## config.mk

```make
export PLATFORM = sky130hd
export DESIGN_NAME = seg_scan_display_gen
export DESIGN_NICKNAME = d
export VERILOG_FILES = /design/src/rtl/seg_pkg.sv /design/src/rtl/bin2bcd_seq.sv /design/src/rtl/seg_scan_display_gen.sv
export SDC_FILE = /design/constraint.sdc
export NUM_CORES = 1
export LEC_CHECK = 0
export ABC_CLOCK_PERIOD_IN_PS = 4400
export CAP_MARGIN = 10
export CORE_ASPECT_RATIO = 1.1
export CORE_MARGIN = 1
export CORE_UTILIZATION = 60
export CTS_CLUSTER_DIAMETER = 80
export DETAILED_ROUTE_END_ITERATION = 10
export PLACE_DENSITY = 0.81
export SLEW_MARGIN = 20
export SYNTH_ARGS = -nofsm -noshare
export SYNTH_HDL_FRONTEND = slang
export SYNTH_SLANG_ARGS = --single-unit
export TNS_END_PERCENT = 20
```

## constraint.sdc

```tcl
create_clock -name clk -period 4.4 [get_ports clk]
set_clock_uncertainty 0.15 [all_clocks]
set_input_delay 0.44 -clock clk [delete_from_list [all_inputs] [get_ports clk]]
set_output_delay 0.44 -clock clk [all_outputs]
set_load 0.01 [all_outputs]
```

## src/rtl/seg_pkg.sv

```systemverilog
// Shared constants for the calculator front-panel 7-segment driver:
// segment codes (active-low {a..g,dp}), converter states and BCD sizing.
package seg_pkg;

    localparam logic [15:0][7:0] SEG_CODE = {
        8'h71, 8'h61, 8'h85, 8'hE5, 8'hC1, 8'h11, 8'h19, 8'h01,
        8'h1F, 8'h41, 8'h49, 8'h99, 8'h0D, 8'h25, 8'h9F, 8'h03
    };
    localparam logic [7:0] SEG_BLANK = 8'hFF;
    localparam logic [7:0] SEG_E     = 8'h61;

    typedef enum logic {CONV_IDLE, CONV_RUN} conv_state_t;

    // Number of decimal digits needed to hold 2^val_w - 1.
    function automatic int bcd_digits(input int val_w);
        longint unsigned v;
        int n;
        v = (64'd1 << val_w) - 64'd1;
        n = 0;
        for (int i = 0; i < 20; i++) begin
            if (v != 64'd0) begin
                v = v / 64'd10;
                n = n + 1;
            end
        end
        return (n < 1) ? 1 : n;
    endfunction

endpackage

```

## src/rtl/bin2bcd_seq.sv

```systemverilog
// Iterative double-dabble converter: one add-3/shift step per cycle, VAL_W steps.
// bcd carries the final value combinationally during the done cycle.
module bin2bcd_seq
    import seg_pkg::*;
#(
    parameter int VAL_W = 16,
    parameter int BCD_W = 4 * bcd_digits(VAL_W)
) (
    input  logic             clk,
    input  logic             rst,
    input  logic             start,
    input  logic [VAL_W-1:0] bin,
    output logic             busy,
    output logic             done,
    output logic [BCD_W-1:0] bcd
);

    localparam int CNT_W = $clog2(VAL_W);

    conv_state_t      state;
    conv_state_t      state_next;
    logic [VAL_W-1:0] sr;
    logic [BCD_W-1:0] work;
    logic [BCD_W-1:0] adj;
    logic [CNT_W-1:0] cnt;
    logic             last;
    logic             accept;

    assign busy   = (state == CONV_RUN);
    assign last   = (cnt == CNT_W'(VAL_W - 1));
    assign done   = busy && last;
    assign accept = start && (!busy || last);

    always_ff @(posedge clk or negedge rst) begin
        if (!rst) state <= CONV_IDLE;
        else      state <= state_next;
    end

    // A start accepted on the final step chains straight into a new run.
    always_comb begin
        state_next = state;
        case (state)
            CONV_IDLE: if (accept) state_next = CONV_RUN;
            CONV_RUN:  if (last && !accept) state_next = CONV_IDLE;
            default:   state_next = CONV_IDLE;
        endcase
    end

    always_comb begin
        adj = work;
        for (int d = 0; d < BCD_W / 4; d++) begin
            if (work[4*d +: 4] >= 4'd5) adj[4*d +: 4] = work[4*d +: 4] + 4'd3;
        end
        bcd = {adj[BCD_W-2:0], sr[VAL_W-1]};
    end

    always_ff @(posedge clk or negedge rst) begin
        if (!rst) begin
            sr   <= '0;
            work <= '0;
            cnt  <= '0;
        end else if (accept) begin
            sr   <= bin;
            work <= '0;
            cnt  <= '0;
        end else if (busy) begin
            sr   <= sr << 1;
            work <= bcd;
            cnt  <= cnt + 1'b1;
        end
    end

endmodule

```

## src/rtl/seg_scan_display_gen.sv

```systemverilog
// Multiplexed 7-segment driver: keypad entry in the upper digits, converted
// (or raw hex) result in the lower digits, with overflow and zero blanking.
module seg_scan_display_gen
    import seg_pkg::*;
#(
    parameter int DIGITS       = 8,
    parameter int ENTRY_DIGITS = 4,
    parameter int VAL_W        = 16,
    parameter int SCAN_DIV     = 20000
) (
    input  logic              clk,
    input  logic              rst,
    input  logic              key_valid,
    input  logic [3:0]        key_num,
    input  logic              clear,
    input  logic [VAL_W-1:0]  value,
    input  logic              value_valid,
    input  logic              hex_mode,
    input  logic              blank_lz,
    output logic              conv_busy,
    output logic [DIGITS-1:0] led_en,
    output logic [7:0]        led_cx
);

    localparam int RES_DIGITS = DIGITS - ENTRY_DIGITS;
    localparam int RES_W      = 4 * RES_DIGITS;
    localparam int ENT_W      = 4 * ENTRY_DIGITS;
    localparam int BCD_W      = 4 * bcd_digits(VAL_W);
    localparam int DIV_W      = $clog2(SCAN_DIV);

    logic [DIV_W-1:0]       div_cnt;
    logic [ENT_W-1:0]       entry;
    logic [RES_W-1:0]       result;
    logic                   ovf;
    logic [VAL_W-1:0]       pend_val;
    logic                   pend_valid;
    logic                   new_dec;
    logic                   conv_start;
    logic                   conv_done;
    logic [VAL_W-1:0]       conv_bin;
    logic [BCD_W-1:0]       conv_bcd;
    logic [VAL_W+RES_W-1:0] value_ext;
    logic [BCD_W+RES_W-1:0] bcd_ext;
    logic [3:0]             nib;
    int                     slot_idx;
    int                     ent_hi;
    int                     res_hi;

    always_ff @(posedge clk or negedge rst) begin
        if (!rst) begin
            div_cnt <= '0;
            led_en  <= {{(DIGITS-1){1'b1}}, 1'b0};
        end else if (div_cnt == DIV_W'(SCAN_DIV - 1)) begin
            div_cnt <= '0;
            led_en  <= {led_en[0], led_en[DIGITS-1:1]};
        end else begin
            div_cnt <= div_cnt + 1'b1;
        end
    end

    always_ff @(posedge clk or negedge rst) begin
        if (!rst)           entry <= '0;
        else if (clear)     entry <= '0;
        else if (key_valid) entry <= (entry << 4) | ENT_W'(key_num);
    end

    // A fresh decimal value always beats an older pending one.
    assign new_dec    = value_valid && !hex_mode;
    assign conv_start = (!conv_busy || conv_done) && (new_dec || pend_valid);
    assign conv_bin   = new_dec ? value : pend_val;

    always_ff @(posedge clk or negedge rst) begin
        if (!rst) begin
            pend_val   <= '0;
            pend_valid <= 1'b0;
        end else if (conv_start) begin
            pend_valid <= 1'b0;
        end else if (new_dec) begin
            pend_val   <= value;
            pend_valid <= 1'b1;
        end
    end

    bin2bcd_seq #(.VAL_W(VAL_W), .BCD_W(BCD_W)) u_conv (
        .clk   (clk),
        .rst   (rst),
        .start (conv_start),
        .bin   (conv_bin),
        .busy  (conv_busy),
        .done  (conv_done),
        .bcd   (conv_bcd)
    );

    assign value_ext = {{RES_W{1'b0}}, value};
    assign bcd_ext   = {{RES_W{1'b0}}, conv_bcd};

    always_ff @(posedge clk or negedge rst) begin
        if (!rst) begin
            result <= '0;
            ovf    <= 1'b0;
        end else if (value_valid && hex_mode) begin
            result <= value_ext[RES_W-1:0];
            ovf    <= |(value_ext >> RES_W);
        end else if (conv_done) begin
            result <= bcd_ext[RES_W-1:0];
            ovf    <= |(bcd_ext >> RES_W);
        end
    end

    always_comb begin
        ent_hi = 0;
        res_hi = 0;
        for (int i = 0; i < ENTRY_DIGITS; i++) if (entry[4*i +: 4] != 4'd0) ent_hi = i;
        for (int i = 0; i < RES_DIGITS; i++)   if (result[4*i +: 4] != 4'd0) res_hi = i;
    end

    // Anything other than exactly one active enable shows blank.
    always_comb begin
        led_cx   = SEG_BLANK;
        nib      = 4'd0;
        slot_idx = 0;
        for (int i = 0; i < DIGITS; i++) if (!led_en[i]) slot_idx = i;
        if ($countones(~led_en) == 1) begin
            if (slot_idx >= RES_DIGITS) begin
                for (int i = 0; i < ENTRY_DIGITS; i++)
                    if (i == slot_idx - RES_DIGITS) nib = entry[4*i +: 4];
                if (!(blank_lz && (slot_idx - RES_DIGITS) > ent_hi)) led_cx = SEG_CODE[nib];
            end else if (ovf) begin
                if (slot_idx == 0) led_cx = SEG_E;
            end else begin
                for (int i = 0; i < RES_DIGITS; i++)
                    if (i == slot_idx) nib = result[4*i +: 4];
                if (!(blank_lz && slot_idx > res_hi)) led_cx = SEG_CODE[nib];
            end
        end
    end

endmodule

```

## After elaboration in Yosys (flattened, before gate mapping)

Memories as Yosys holds them, arrays and structs flattened.
Cells that the tools add are included.

- Flip-flop bits (word level): 114
- Bits of input ports: 27
- Logic and storage cells: 135
- Bits in read-only memories: 256
- Memories kept: 2
- Output and inout port bits: 17

- Equal/unequal tests: 9
- Reductions and logical operators: 27
- Order comparisons: 10
- Muxes and demuxes: 58
- Bitwise gates (word level): 3
- Add/sub/neg operators: 15

Memory list:

| name | words | width | read ports | clocked after Yosys merged registers in | write ports | line | text |
|---|---|---|---|---|---|---|---|
| (name not given) | 16 | 8 | 1 | 0 | 0 | seg_scan_display_gen.sv:133 | `if (!(blank_lz && slot_idx > res_hi)) led_cx = SEG_CODE[nib];` |
| (name not given) | 16 | 8 | 1 | 0 | 0 | seg_scan_display_gen.sv:127 | `if (!(blank_lz && (slot_idx - RES_DIGITS) > ent_hi)) led_cx = SEG_CODE[nib];` |

Operators with widths:

| cell | number |
|---|---|
| 32-bit two-way mux | 10 |
| 3-bit by 32-bit == test with 1-bit output, first input constant | 4 |
| 16-bit two-way mux | 7 |
| 4-bit two-way mux | 19 |
| 2-bit by 32-bit == test with 1-bit output, first input constant | 2 |
| 32-bit > comparator | 2 |
| 32-bit zero test | 2 |
| 8-bit two-way mux | 8 |
| 20-bit two-way mux | 2 |
| 32-bit by 4-bit >= comparator with 1-bit output, second input constant | 1 |
| 32-bit by 4-bit subtractor with 32-bit output, second input constant | 1 |
| 4-bit nonzero test | 6 |
| 4-bit by 3-bit >= comparator with 1-bit output, second input constant | 5 |
| 4-bit by 2-bit adder with 4-bit output, second input constant | 4 |
| 16-bit by 4-bit OR with 16-bit output | 1 |
| 15-bit by 1-bit adder with 15-bit output, second input constant | 1 |
| 15-bit == test, second input constant | 1 |
| 15-bit two-way mux | 1 |
| 4-bit by 5-bit less-than comparator with 1-bit output, second input constant | 2 |
| 1-bit two-way mux | 9 |
| 1-bit by 1-bit adder with 2-bit output | 4 |
| 1-bit logical AND | 8 |
| 8-bit inverter | 1 |
| 2-bit nonzero test | 4 |
| other kinds (12) | 17 |

## Longest topological paths before layout

- Depth after elaboration: 21
- Gate-level depth with buffers: 14
- Depth with buffers taken out: 14

## Hierarchy

From an unflattened synthesis, not the netlist that was laid out.

- Cells, all modules: 760
- Area, all modules: 6957.9 µm²

Modules (own cells, without submodules):

| module | sequential area each (µm²) | instances | area each (µm²) | cells each |
|---|---|---|---|---|
| seg_scan_display_gen | 1835.5 | 1 | 4609.4 | 503 |
| bin2bcd_seq | 1026.0 | 1 | 2348.5 | 257 |

## Worst setup path after synthesis

OpenSTA, ideal clock, no wires.

- Kind: reg-to-output
- From: reg led_en[3]
- To: out led_cx[3]
- Path buffers: 0
- Required time: 3.810 ns
- Cell stages (with the launch flop): 15
- Setup slack: 0.192 ns
- Arrival: 3.618 ns
- Cells stage by stage: dfstp_2 inv_1 fa_1 fa_1 fa_1 ha_1 inv_1 fa_1 inv_1 nand3_1 o21ai_0 nand3_1 nor3_4 o21ai_0 a211o_1

- Longest elaborated chain between the ends: 19
- Elaborated cells on any way between the ends: 47
- Those cells by class: add/sub: 4; order compare: 3; eq/ne: 7; mux: 26; bitwise: 1; reduce/logical: 4; memory: 2

Ends and longest elaborated chain:

| what | line | text |
|---|---|---|
| start, declared | seg_scan_display_gen.sv:21 | `output logic [DIGITS-1:0] led_en,` |
| start signal, assigned | seg_scan_display_gen.sv:52 | `led_en <= {{(DIGITS-1){1'b1}}, 1'b0};` |
| start signal, assigned | seg_scan_display_gen.sv:55 | `led_en <= {led_en[0], led_en[DIGITS-1:1]};` |
| parallel branches: the longest is 18 deep, another holds 32-bit by 4-bit subtractor with 32-bit output | n/a |  |
| 8-bit two-way mux (*) | seg_scan_display_gen.sv:123 | `if ($countones(~led_en) == 1) begin` |
| end, declared | seg_scan_display_gen.sv:22 | `output logic [7:0] led_cx` |

Mark *: on every way between the ends. The select of a mux whose other input is x is not followed.

## Worst setup path after layout

- From: reg led_en[1]
- To: out led_cx[2]

- Longest elaborated chain between the ends: 21
- Elaborated cells on any way between the ends: 49
- Those cells by class: add/sub: 4; order compare: 3; eq/ne: 7; mux: 28; bitwise: 1; reduce/logical: 4; memory: 2

Ends and longest elaborated chain:

| what | line |
|---|---|
| parallel branches: the longest is 20 deep, another holds 32-bit by 4-bit subtractor with 32-bit output | n/a |
| 8-bit two-way mux (*) | seg_scan_display_gen.sv:123 |

Marks and branches as above.

==> metrics <==
maximum clock frequency=a little over 0.2 GHz; initial core utilization=0.613; total negative slack=-2.66 ns; ys flop type=dfrtp_1; most frequent cell after synthesis=dfrtp_1; io pins=44; row count=40; R2R setup slack=between 1.5 and 2 ns; global route total overflow=0; min-delay worst type=flop to flop; Relative slew margins=0.350; failing checks=negative setup slack; min Tclk post-route=between 4 and 5 ns; pin count of the biggest net entering global routing=between 50 and 60; arrival time worst endpoint=between 4 and 5 ns; Area Growth Syn to Fin=18.1%; I/O Buffers=42; H-tree Lvls=4; final WL=~15 mm; total power=roughly 0.004 W; CP Max Fanout=4; Worst Hold End=div_cnt[4]; CTS sink cnt=114; sequential area share after synthesis=0.428; critical path class=flop to output pin; top sig layer=met4; PwrDens=between 500 and 600 nW/um2; worst reg2reg path startpoint=u_conv.busy; CTS Buf Count=17; Metal-1 WL=slightly above 6 mm; Worst Slack Setup Final=-0.462 ns; Die X=103 um; Worst Path Required=roughly 3.8 ns; DRT iter0 DRCs=between 300 and 400; Max clock buf depth=2; DR DRC count=0; cell area after synthesis=around 6700 um2; TritonCTS clock tree=done; Synthesis Warnings=0; Cell variety after synth=about 70; hold slack=0.318 ns; EDFF count, synth=0; CTS root buf=clkbuf_16; asr flop ratio synth=1.00; Synth Register Bits=roughly 110; Die ar.=roughly 12000 um2; via count=around 5500; Gate power share=0.287; Tcrit/Tclk final=1.11; Routed wire per std cell=roughly 17 um; status=finished with violations; multi-input logic area=about 3600 um2; Placer Congestion=between 0.8 and 0.9; number of inserted diodes=0; Fill cells=around 810; Max IR drop VDD=between 300 and 400 uV; share of post-route cells with drive strength above 1=0.144; CTS clock-pin slew for the worst setup and hold paths=0.05 ns; part of the power in registers=0.390; Lkg Pwr=3.51 nW; Syn Area/Cell=between 9 and 10 um2; Hold Path Origin=div_cnt[4]; Synth area leader=dfrtp_1; Clock Latency Late Sink=0.41 ns; floorplan core area=~11000 um2; max-slew violations=0; Detail Route Antenna Nets=0; Worst setup EP type=output pin; Area contributors post-synth=dfrtp_1 (40%), mux2i_1 (8.1%), ha_1 (5.4%); sw frac=0.325; Clk pwr share=0.323; dpl hpwl=10.5 mm; Vias/cell=~6.1; Yosys top cell area share=0.400; Die H=~110 um; Setup violations, final=7; worst slew pin tran=~1 ns; number of global-route vias before repair=5665; hold depth=1; WL met2=7.99 mm; Total GRT Usage=0.293; RSZ-0062 raised after global routing=true; Max Cap Viol=0; most instantiated cells after synthesis=dfrtp_1 (107), nor2_1 (89), a21oi_1 (54), mux2i_1 (54), nand2_1 (53); Internal=between 0.002 and 0.003 W; Switch Pwr=approximately 0.0013 W; first-pass GRT wire length=between 20 and 30 mm; reg2reg end=u_conv.sr[4]; post-synthesis net count=~760; Storage cell area=2860 um2; R2R depth=5; DR pass1 iterations=5; Worst setup SP type=flop; wire length on met3=between 700 and 800 um; NumNets Final=~800; initial antenna violation count=0; Gate Count Post-Synth=between 600 and 700; Final Hold Violating Endpoints=0
repair_timing:
| item | CTS | global route |
|---|---|---|
| setup buffers | 3 | 1 |
| setup endpoints to repair | 7 | 7 |
| pin swaps | 7 | 6 |
| hold endpoints to repair | 46 | 0 |
| hold buffers | 1 | 0 |
| resized for setup | 40 | 3 |
how the worst max path moves through the flow:
stage	end	start	slack [ns]	depth (start not counted)
floorplan	led_cx[3]	led_en[3]	0.19	14
global placement	led_cx[3]	led_en[1]	-0.26	15
detailed placement	led_cx[3]	led_en[1]	-0.37	15
CTS	led_cx[2]	led_en[3]	-0.39	16
global route	led_cx[2]	led_en[1]	-0.58	16
finish	led_cx[2]	led_en[1]	-0.46	16
placed cells by master (no fill, tap or decap), types with 17 or more instances in the layout:
cell	n
a211oi_1	26
a21oi_1	53
buf_4	21
clkbuf_16	17
clkdlybuf4s50_1	34
dfrtp_1	106
ha_1	28
inv_1	23
mux2i_1	54
nand2_1	53
nor2_1	88
nor2b_1	23
o21ai_0	35
stage by stage:
stage	instance area, um2	instances	setup slack [ns]	utilization
after floorplan	6690	698	0.192	-
after global placement	7290	870	-0.258	0.668
after detailed placement	7290	870	-0.366	0.668
after CTS	7880	903	-0.391	0.722
after global routing	7900	904	-0.582	0.724
final	7900	904	-0.462	0.724
cell type report:
type,instances,area share
multi-input cells,521,0.457
flip-flops and latches,114,0.362
repair buffers,64,0.0710
clock buffers,24,0.0622
well taps,147,0.0233
inverters,29,0.0141
clock inverters,5,0.00982
worst max-delay path, stage by stage (launching register included):
cell,delay [ns]
dfstp_2,0.53
inv_2,0.04
fa_1,0.53
fa_1,0.44
fa_1,0.54
ha_2,0.21
inv_2,0.04
fa_2,0.32
inv_2,0.07
nand3_2,0.08
o21ai_2,0.09
nand3_2,0.14
nor3_4,0.27
buf_4,0.16
o311a_2,0.16
o22ai_2,0.06
buf_2,0.16
cells by family (layout without fill, tap and decap cells):
kind of cell | Yosys count | in the layout | share of synthesized area
simple gates | 234 | 234 | 0.172
compound gates | 163 | 163 | 0.158
flops | 114 | 114 | 0.428
mux | 70 | 70 | 0.112
buf+inv | 63 | 122 | 0.0382
fa+ha+maj | 33 | 33 | 0.0662
xor+xnor | 20 | 20 | 0.0262
other cells | 1 | 1 | 0.000561
per-layer routing:
| layer | vias up | track usage |
|---|---|---|
| li1 | 2574 | - |
| met1 | 2670 | 0.332 |
| met2 | 191 | 0.505 |
| met3 | 58 | 0.0649 |
| met4 | 0 | 0.166 |
| met5 | - | 0 |
registers in the layout (all words and copies together), names as in the netlist:
name         flops
div_cnt         15
entry           16
led_en           8
ovf              1
pend_val        16
pend_valid       1
result          16
u_conv.busy      1
u_conv.cnt       4
u_conv.sr       16
u_conv.work     20
power groups by stage:
stage	Sequential, W	Clock, W	Combinational (W)
CTS	0.00160	0.00134	0.00118
global placement	0.00159	0	0.00109
global route	0.00164	0.00138	0.00133
detailed placement	0.00161	0	0.00117
finish	0.00160	0.00133	0.00118
floorplan	0.00153	0	0.000924
Power figures use the tool's default switching activity.
